## src/rtl/divu32_seq.sv

```systemverilog
// Sequential unsigned restoring divider: one quotient bit per cycle, trial
// subtraction done on a carry-lookahead add path (a + ~b + 1).
module divu32_seq #(
    parameter int WIDTH = 32
) (
    input  logic             clk,
    input  logic             rst_n,
    input  logic             start,
    input  logic [WIDTH-1:0] dividend,
    input  logic [WIDTH-1:0] divisor,
    output logic             busy,
    output logic             done,
    output logic [WIDTH-1:0] quotient,
    output logic [WIDTH-1:0] remainder,
    output logic             div_by_zero
);

    // state | meaning
    // IDLE  | waiting for start; results from the last operation held
    // CALC  | one restoring iteration per cycle (single pass if divisor is 0)
    // DONE  | done pulse cycle; start ignored
    typedef enum logic [1:0] {
        IDLE = 2'd0,
        CALC = 2'd1,
        DONE = 2'd2
    } state_t;

    // 32-bit adder: 4-bit lookahead groups, group carries chained by G/P.
    function automatic logic [32:0] adder32(
        input logic [31:0] a,
        input logic [31:0] b,
        input logic        c0
    );
        logic [31:0] g;
        logic [31:0] p;
        logic [31:0] c;
        logic [7:0]  gg;
        logic [7:0]  gp;
        logic [8:0]  bc;
        g = a & b;
        p = a ^ b;
        for (int k = 0; k < 8; k++) begin
            gp[k] = &p[4*k +: 4];
            gg[k] = g[4*k+3]
                  | (p[4*k+3] & g[4*k+2])
                  | (p[4*k+3] & p[4*k+2] & g[4*k+1])
                  | (p[4*k+3] & p[4*k+2] & p[4*k+1] & g[4*k]);
        end
        bc[0] = c0;
        for (int k = 0; k < 8; k++) begin
            bc[k+1] = gg[k] | (gp[k] & bc[k]);
        end
        for (int k = 0; k < 8; k++) begin
            c[4*k]   = bc[k];
            c[4*k+1] = g[4*k] | (p[4*k] & bc[k]);
            c[4*k+2] = g[4*k+1] | (p[4*k+1] & g[4*k])
                     | (p[4*k+1] & p[4*k] & bc[k]);
            c[4*k+3] = g[4*k+2] | (p[4*k+2] & g[4*k+1])
                     | (p[4*k+2] & p[4*k+1] & g[4*k])
                     | (p[4*k+2] & p[4*k+1] & p[4*k] & bc[k]);
        end
        return {bc[8], p ^ c};
    endfunction

    state_t           state;
    logic [WIDTH-1:0] q_work;
    logic [WIDTH-1:0] rem_work;
    logic [WIDTH-1:0] div_reg;
    logic [4:0]       count;

    logic [WIDTH:0]   trial;
    logic [32:0]      sub_res;
    logic             accept;
    logic [WIDTH-1:0] rem_next;
    logic [WIDTH-1:0] q_next;

    // trial[WIDTH] set means the shifted remainder already exceeds any divisor
    always_comb begin
        trial    = {rem_work, q_work[WIDTH-1]};
        sub_res  = adder32(trial[WIDTH-1:0], ~div_reg, 1'b1);
        accept   = trial[WIDTH] | sub_res[32];
        rem_next = accept ? sub_res[WIDTH-1:0] : trial[WIDTH-1:0];
        q_next   = {q_work[WIDTH-2:0], accept};
    end

    always_ff @(posedge clk or negedge rst_n) begin
        if (!rst_n) begin
            state       <= IDLE;
            q_work      <= '0;
            rem_work    <= '0;
            div_reg     <= '0;
            count       <= '0;
            busy        <= 1'b0;
            done        <= 1'b0;
            quotient    <= '0;
            remainder   <= '0;
            div_by_zero <= 1'b0;
        end else begin
            case (state)
                IDLE: begin
                    done <= 1'b0;
                    if (start) begin
                        q_work   <= dividend;
                        div_reg  <= divisor;
                        rem_work <= '0;
                        count    <= '0;
                        busy     <= 1'b1;
                        state    <= CALC;
                        if (divisor != '0) begin
                            div_by_zero <= 1'b0;
                        end
                    end
                end
                CALC: begin
                    // q_work still holds the untouched dividend on a zero divisor
                    if (div_reg == '0) begin
                        quotient    <= '1;
                        remainder   <= q_work;
                        div_by_zero <= 1'b1;
                        done        <= 1'b1;
                        state       <= DONE;
                    end else begin
                        rem_work <= rem_next;
                        q_work   <= q_next;
                        count    <= count + 5'd1;
                        if (count == 5'(WIDTH - 1)) begin
                            quotient  <= q_next;
                            remainder <= rem_next;
                            done      <= 1'b1;
                            state     <= DONE;
                        end
                    end
                end
                DONE: begin
                    done  <= 1'b0;
                    busy  <= 1'b0;
                    state <= IDLE;
                end
                default: begin
                    done  <= 1'b0;
                    busy  <= 1'b0;
                    state <= IDLE;
                end
            endcase
        end
    end

endmodule

```

## config.mk

```make
export PLATFORM = sky130hd
export DESIGN_NAME = divu32_seq
export DESIGN_NICKNAME = d
export VERILOG_FILES = /design/src/rtl/divu32_seq.sv
export SDC_FILE = /design/constraint.sdc
export NUM_CORES = 1
export LEC_CHECK = 0
export ABC_AREA = 1
export CAP_MARGIN = 25
export CORE_UTILIZATION = 40
export DETAILED_ROUTE_END_ITERATION = 7
export PLACE_DENSITY = 0.68
export REMOVE_ABC_BUFFERS = 1
export SYNTH_ARGS = -nofsm -noshare
export SYNTH_HDL_FRONTEND = slang
export SYNTH_SLANG_ARGS = --single-unit
export TNS_END_PERCENT = 10
```

## constraint.sdc

```tcl
create_clock -name clk -period 5.6 [get_ports clk]
set_clock_uncertainty 0.15 [all_clocks]
set_input_delay 0.84 -clock clk [delete_from_list [all_inputs] [get_ports clk]]
set_output_delay 0.84 -clock clk [all_outputs]
set_load 0.03 [all_outputs]
```

==> Yosys cells after proc, flatten, opt, wreduce, memory -nomap -nowiden <==
Index checks and enable logic that the tools add are counted.
{ "totals": {"latch_bits": 0, "in_bits": 67, "ram_bits": 0, "register_bits": 170, "word_cells": 266, "rom_bits": 0, "memories": 0} }
{ "classes": {"addsub": 1, "magnitude_cmp": 0, "div": 0, "reduce_logical": 19, "n_mul": 0, "n_bitwise": 202, "n_eq_ne": 7, "n_shift": 0, "mux": 27} }
{ "op_table": {"columns": ["op", "n"], "rows": [
  ["$mux 32", 9],
  ["$pmux 32 s2", 2],
  ["$and 1x1->1", 116],
  ["$or 1x1->1", 81],
  ["$xor 32x32->32", 2],
  ["$reduce_and 4->1", 9],
  ["$and 32x32->32", 1],
  ["$logic_not 32->1", 1],
  ["$not 32->32", 1],
  ["$reduce_bool 32->1", 1],
  ["$mux 5", 2],
  ["$pmux 5 s2", 1],
  ["$ne 2x2->1 const B", 4],
  ["$reduce_and 2->1", 4],
  ["$mux 1", 7],
  ["$mux 2", 3],
  ["$add 5x1->5 const B", 1],
  ["$eq 5x5->1 const B", 1],
  ["$pmux 1 s2", 2],
  ["$pmux 2 s2", 1],
  ["$reduce_bool 2->1", 2],
  ["$ne 3x3->1 const B", 1],
  ["$reduce_and 3->1", 1],
  ["$eq 2x1->1 const B", 1],
  ["2 further kinds", 2]
]} }

==> Logic depth before layout (Yosys ltp) <==
{ "logic_depth": {"depth_word": 25, "depth_mapped": 26, "ltp_nobuf": 25} }

==> Least setup slack after synthesis <==
Ideal clock, no wire load.
{ "synth_timing": {"kind": "register to register", "start": "register q_work[31]", "end": "register remainder[29]", "setup_time_ns": 0.121, "setup_slack_ns": 2.775, "synth_period_minus_slack_ns": 2.825, "path_stages_with_launch": 26, "arrival_time_ns": 2.555, "t_required_ns": 5.329, "n_path_buf": 0, "path_cell_list": "dfrtp_1 -> inv_1 -> ha_1 -> nand2_1 -> nand3_2 -> nand2_2 -> nand2_4 -> nand2_4 -> nand2_4 -> nand2_4 -> nand2_4 -> nand2_4 -> nand2_4 -> nand2_4 -> nand2_4 -> nand2_4 -> nand2_4 -> nand2_4 -> nand2_4 -> inv_1 -> fa_1 -> xnor2_1 -> nand2_1 -> nand2_1 -> o21ai_1 -> nand2_1"} }
{ "synth_via": {"elab_chain_cells": 22} }
{ "synth_lines": {"columns": ["element", "line", "text"], "rows": [
  ["start: declaration", "66", "logic [WIDTH-1:0] q_work;"],
  ["start signal: assignment", "103", "q_work <= dividend;"],
  ["start signal: assignment", "124", "q_work <= q_next;"],
  ["$and 32x32->32", "40", "g = a & b;"],
  ["$and 1x1->1", "47", "| (p[4*k+3] & p[4*k+2] & p[4*k+1] & g[4*k]);"],
  ["$or 1x1->1", "47", null],
  ["$or 1x1->1 (*)", "51", "bc[k+1] = gg[k] | (gp[k] & bc[k]);"],
  ["$and 1x1->1 (*)", "51", null],
  ["$or 1x1->1 (*)", "51", null],
  ["$and 1x1->1 (*)", "51", null],
  ["$or 1x1->1 (*)", "51", null],
  ["(+6 left out)", null, null],
  ["$and 1x1->1 (*)", "51", null],
  ["$or 1x1->1 (*)", "51", null],
  ["$and 1x1->1 (on tied branches)", "55, 51", null],
  ["$or 1x1->1 (on tied branches)", "55, 51", null],
  ["$xor 32x32->32 / $or 1x1->1 (equally long branches)", "62, 81", null],
  ["$mux 32 (*)", "82", "rem_next = accept ? sub_res[WIDTH-1:0] : trial[WIDTH-1:0];"],
  ["$mux 32 (*)", "126", "if (count == 5'(WIDTH - 1)) begin"],
  ["$mux 32 (*)", "116", "if (div_reg == '0) begin"],
  ["end signal: assignment", "118", "remainder <= q_work;"],
  ["end signal: assignment", "128", "remainder <= rem_next;"],
  ["end: declaration", "14", "output logic [WIDTH-1:0] remainder,"]
]} }
Every way passes the cells marked *; elsewhere a longest branch is shown, timed or not. The select of a mux whose other input is x is not followed.
A chain may end at the register's enable or synchronous reset.

==> Final worst setup path <==
{ "layout_timing": {"start": "register q_work[31]", "end": "register remainder[13]"} }
{ "layout_via": {"elab_chain_cells": 22} }
{ "layout_lines": {"columns": ["element", "line", "text"], "rows": [
  ["$and 32x32->32", "40", null],
  ["$and 1x1->1", "47", null],
  ["$or 1x1->1", "47", null],
  ["$or 1x1->1 (*)", "51", null],
  ["$and 1x1->1 (*)", "51", null],
  ["$or 1x1->1 (*)", "51", null],
  ["$and 1x1->1 (*)", "51", null],
  ["$or 1x1->1 (*)", "51", null],
  ["(+6 left out)", null, null],
  ["$and 1x1->1", "51", null],
  ["$or 1x1->1", "51", null],
  ["$and 1x1->1", "51", null],
  ["$or 1x1->1", "51", null],
  ["$or 1x1->1", "81", "accept = trial[WIDTH] | sub_res[32];"],
  ["$mux 32 (*)", "82", null],
  ["$mux 32 (*)", "126", null],
  ["$mux 32 (*)", "116", null]
]} }
Marks and branches as above.

==> run metrics <==
ys flop type=dfrtp_1; GP Congestion=0.823; max-cap violation count=0; setup tns final=0 ps; total CTS buffers=17; Core Util, Final=50.9%; Die Width=153 um; Detailed Place HPWL=17,200 um; reg2reg setup slack=1850 ps; Critical Path End Type=flop; H-Tree Depth=4; GR Util met3=4.04%; Cell variety after synth=34; Static Leakage=5.47 nW; R2R Path End=remainder[13]; CTS tree=built; first-pass GRT wire length=40,600 um; Rel. slew slack=43.8%; clock latency on the worst-skew pair=430 ps; HP Class=flop to flop; dpl cell area=10,600 sq um; outcome=finished with violations; post-synthesis sequential area ratio=46.8%; Reg clk slew, reported paths=70 ps; DR WL/cell=15.8 um; Finished Layout Cells=1,531; Post-CTS Hold Buffers=0; met2 usage=33.1%; CP startpoint kind=flop; busiest metal layer after global routing=met2; syn_area_per_cell=8.05 sq um; peak supply drop=343 uV; pwr/cell area=754 nW/um^2; Synth Register Bits=170; Post-Syn Area=9090 sq um; # nets final=1,347; IO Pins=134; Buffers on Ports=133; worst hold path depth=2; Row Count=54; most numerous cell on the critical path=nand2_4; R2R depth=24; number of global-route vias before repair=7,729; starting density of the core=41.3%; Crit Path Max Fanout=51; post-synth top area share=46.8%; Synth area leaders=dfrtp_1, nand2_1, o21ai_0; Final setup viols=0; fraction of registers with async set or reset after synthesis=100%; hold path endpoint=quotient[7]; Die Area=23,300 sq um; detailed-route wire length=24,200 um; Worst Tran Pin Value=843 ps; initial antenna violation count=0; placed cells=1,498; Synth Instances=1,129; min-delay src=quotient[7]; Crit Path Class=flop to flop; final worst path period share=66.9%; vias per cell=5.13; Worst EP arrival=3920 ps; Slew Viols, Final=0; crit-path leading delay family=simple AND/OR/NAND/NOR gates; critical path's slowest cell=nand3_4; synth warn=0; Final Hold Viols=0; Final min period=3750 ps; Routed Antenna Nets=0; Area growth syn-to-layout=23.3%; clock buffer depth=2; worst r2r src=q_work[31]; Post-synth EDFFs=0; CP Cell Sequence=inv_1, ha_1, nand2_1, nand3_2, nand2_2, nand2_4, nand2_4, nand2_4, nand2_4, nand2_4, nand2_4, nand2_4, nand2_4, nand2_4, nand2_4, nand2_4, nand2_4, nand2_4, nand2_4, nand3_4, o21ai_2, nand2_1, nand2_1, nand2_1; largest net degree at the start of global routing=92; worst stage delay on the critical path=600 ps; Root Driver=clkbuf_16; Setup Buffers After CTS=0; n_diodes=0; Core ar.=22,000 sq um; CP Data Required Time=5780 ps; GR Util met1=31.6%; gr ovfl total=0; DR iter-0 viols=563; 1st-pass router iterations=8; vias=7,861; layout cell share with drive strength beyond 1=8.07%; Die Height=153 um; Fmax=267 MHz; drt drc=11; failing checks=design-rule violations; clk sinks=170; design area=11,200 sq um; area leader, netlist=dfrtp_1; CP bufs+invs=1; RSZ-0062 raised after global routing=no; gr usage total=22.0%; Resize count post-CTS=0
[placed cells by master (no fill, tap or decap), types with 4 or more instances in the layout]
master,synthesis,routed
inv_6,0,5
o21ai_2,18,18
buf_4,0,13
inv_2,5,6
xor2_1,5,5
nand3_1,22,22
clkbuf_16,0,17
nor2_1,47,44
nand2_2,8,8
nand2_4,14,14
nand2_1,396,396
nor3_1,6,6
o21ai_0,95,95
clkinv_2,0,4
dfrtp_1,170,170
ha_1,35,35
xnor2_1,13,13
nor4_1,13,13
o21ai_1,31,31
a31oi_1,21,21
a21oi_1,52,52
fa_1,7,7
clkdlybuf4s50_1,0,132
nand4_1,19,19
inv_1,81,80
[layer usage]
metal	vias to the layer above	routed length, um
met3	35	1270
met2	232	10500
met5	-	0
met4	0	599
met1	3697	11800
li1	3897	-
[final cells by class]
class	count	area, sq um
clock buffers	20	447
clock inverters	12	113
fillers	2090	10800
inverters	88	330
multi-input cells	814	4260
flip-flops and latches	170	4250
well taps	280	350
repair buffers	147	1450
[Yosys cell counts, types with 2 or more instances]
library cell,n
nand2_1,396
dfrtp_1,170
o21ai_0,95
inv_1,81
a21oi_1,52
nor2_1,47
clkbuf_1,43
ha_1,35
o21ai_1,31
nand3_1,22
a31oi_1,21
nand4_1,19
o21ai_2,18
nand2_4,14
nor4_1,13
xnor2_1,13
nand2_2,8
fa_1,7
nor3_1,6
buf_2,5
buf_6,5
inv_2,5
xor2_1,5
buf_1,4
a211oi_2,2
a21oi_2,2
clkinv_1,2
nand3_2,2
[metrics by stage]
| stage | worst slack (ps) | hold WS (ps) | total power, mW |
|---|---|---|---|
| 2_1_floorplan | 9.97 | 298 | 5.80 |
| 6_report | 1850 | 321 | 8.45 |
| 3_3_place_gp | 1900 | 306 | 7.16 |
| 5_1_grt | 1600 | 347 | 9.25 |
| 3_5_place_dp | 1860 | 309 | 7.28 |
| 4_1_cts | 1840 | 327 | 8.44 |
[worst max path at each step]
stage,start,endpoint,slack [ps],cells after the start
after floorplan,div_reg[24],remainder[18],10,11
after global placement,q_work[31],remainder[27],1900,24
after detailed placement,q_work[31],remainder[13],1860,24
after CTS,q_work[31],remainder[13],1840,24
after global routing,q_work[31],remainder[1],1600,24
final,q_work[31],remainder[13],1850,24
[report_power, final]
part           leakage (nW)  switching [mW]  internal (mW)
Combinational          3.10            3.17           1.88
Clock                 0.278           0.522          0.631
Sequential             2.09           0.422           1.82
[logic make-up (layout without fill, tap and decap cells)]
| kind of cell | count (synthesis) | in the layout | synth area share, % |
|---|---|---|---|
| compound gates | 225 | 225 | 13.8 |
| xor+xnor | 18 | 18 | 1.73 |
| fa+ha+maj | 42 | 42 | 6.36 |
| buf+inv | 145 | 267 | 6.47 |
| flops | 170 | 170 | 46.8 |
| simple gates | 529 | 529 | 24.8 |
[tightest hold or removal path, cell delays in order (launching register included)]
cell	delay (ps)
dfrtp_1	340
nand2_1	50
nand2_1	40
No activity file was read; power rests on OpenSTA's default activity.
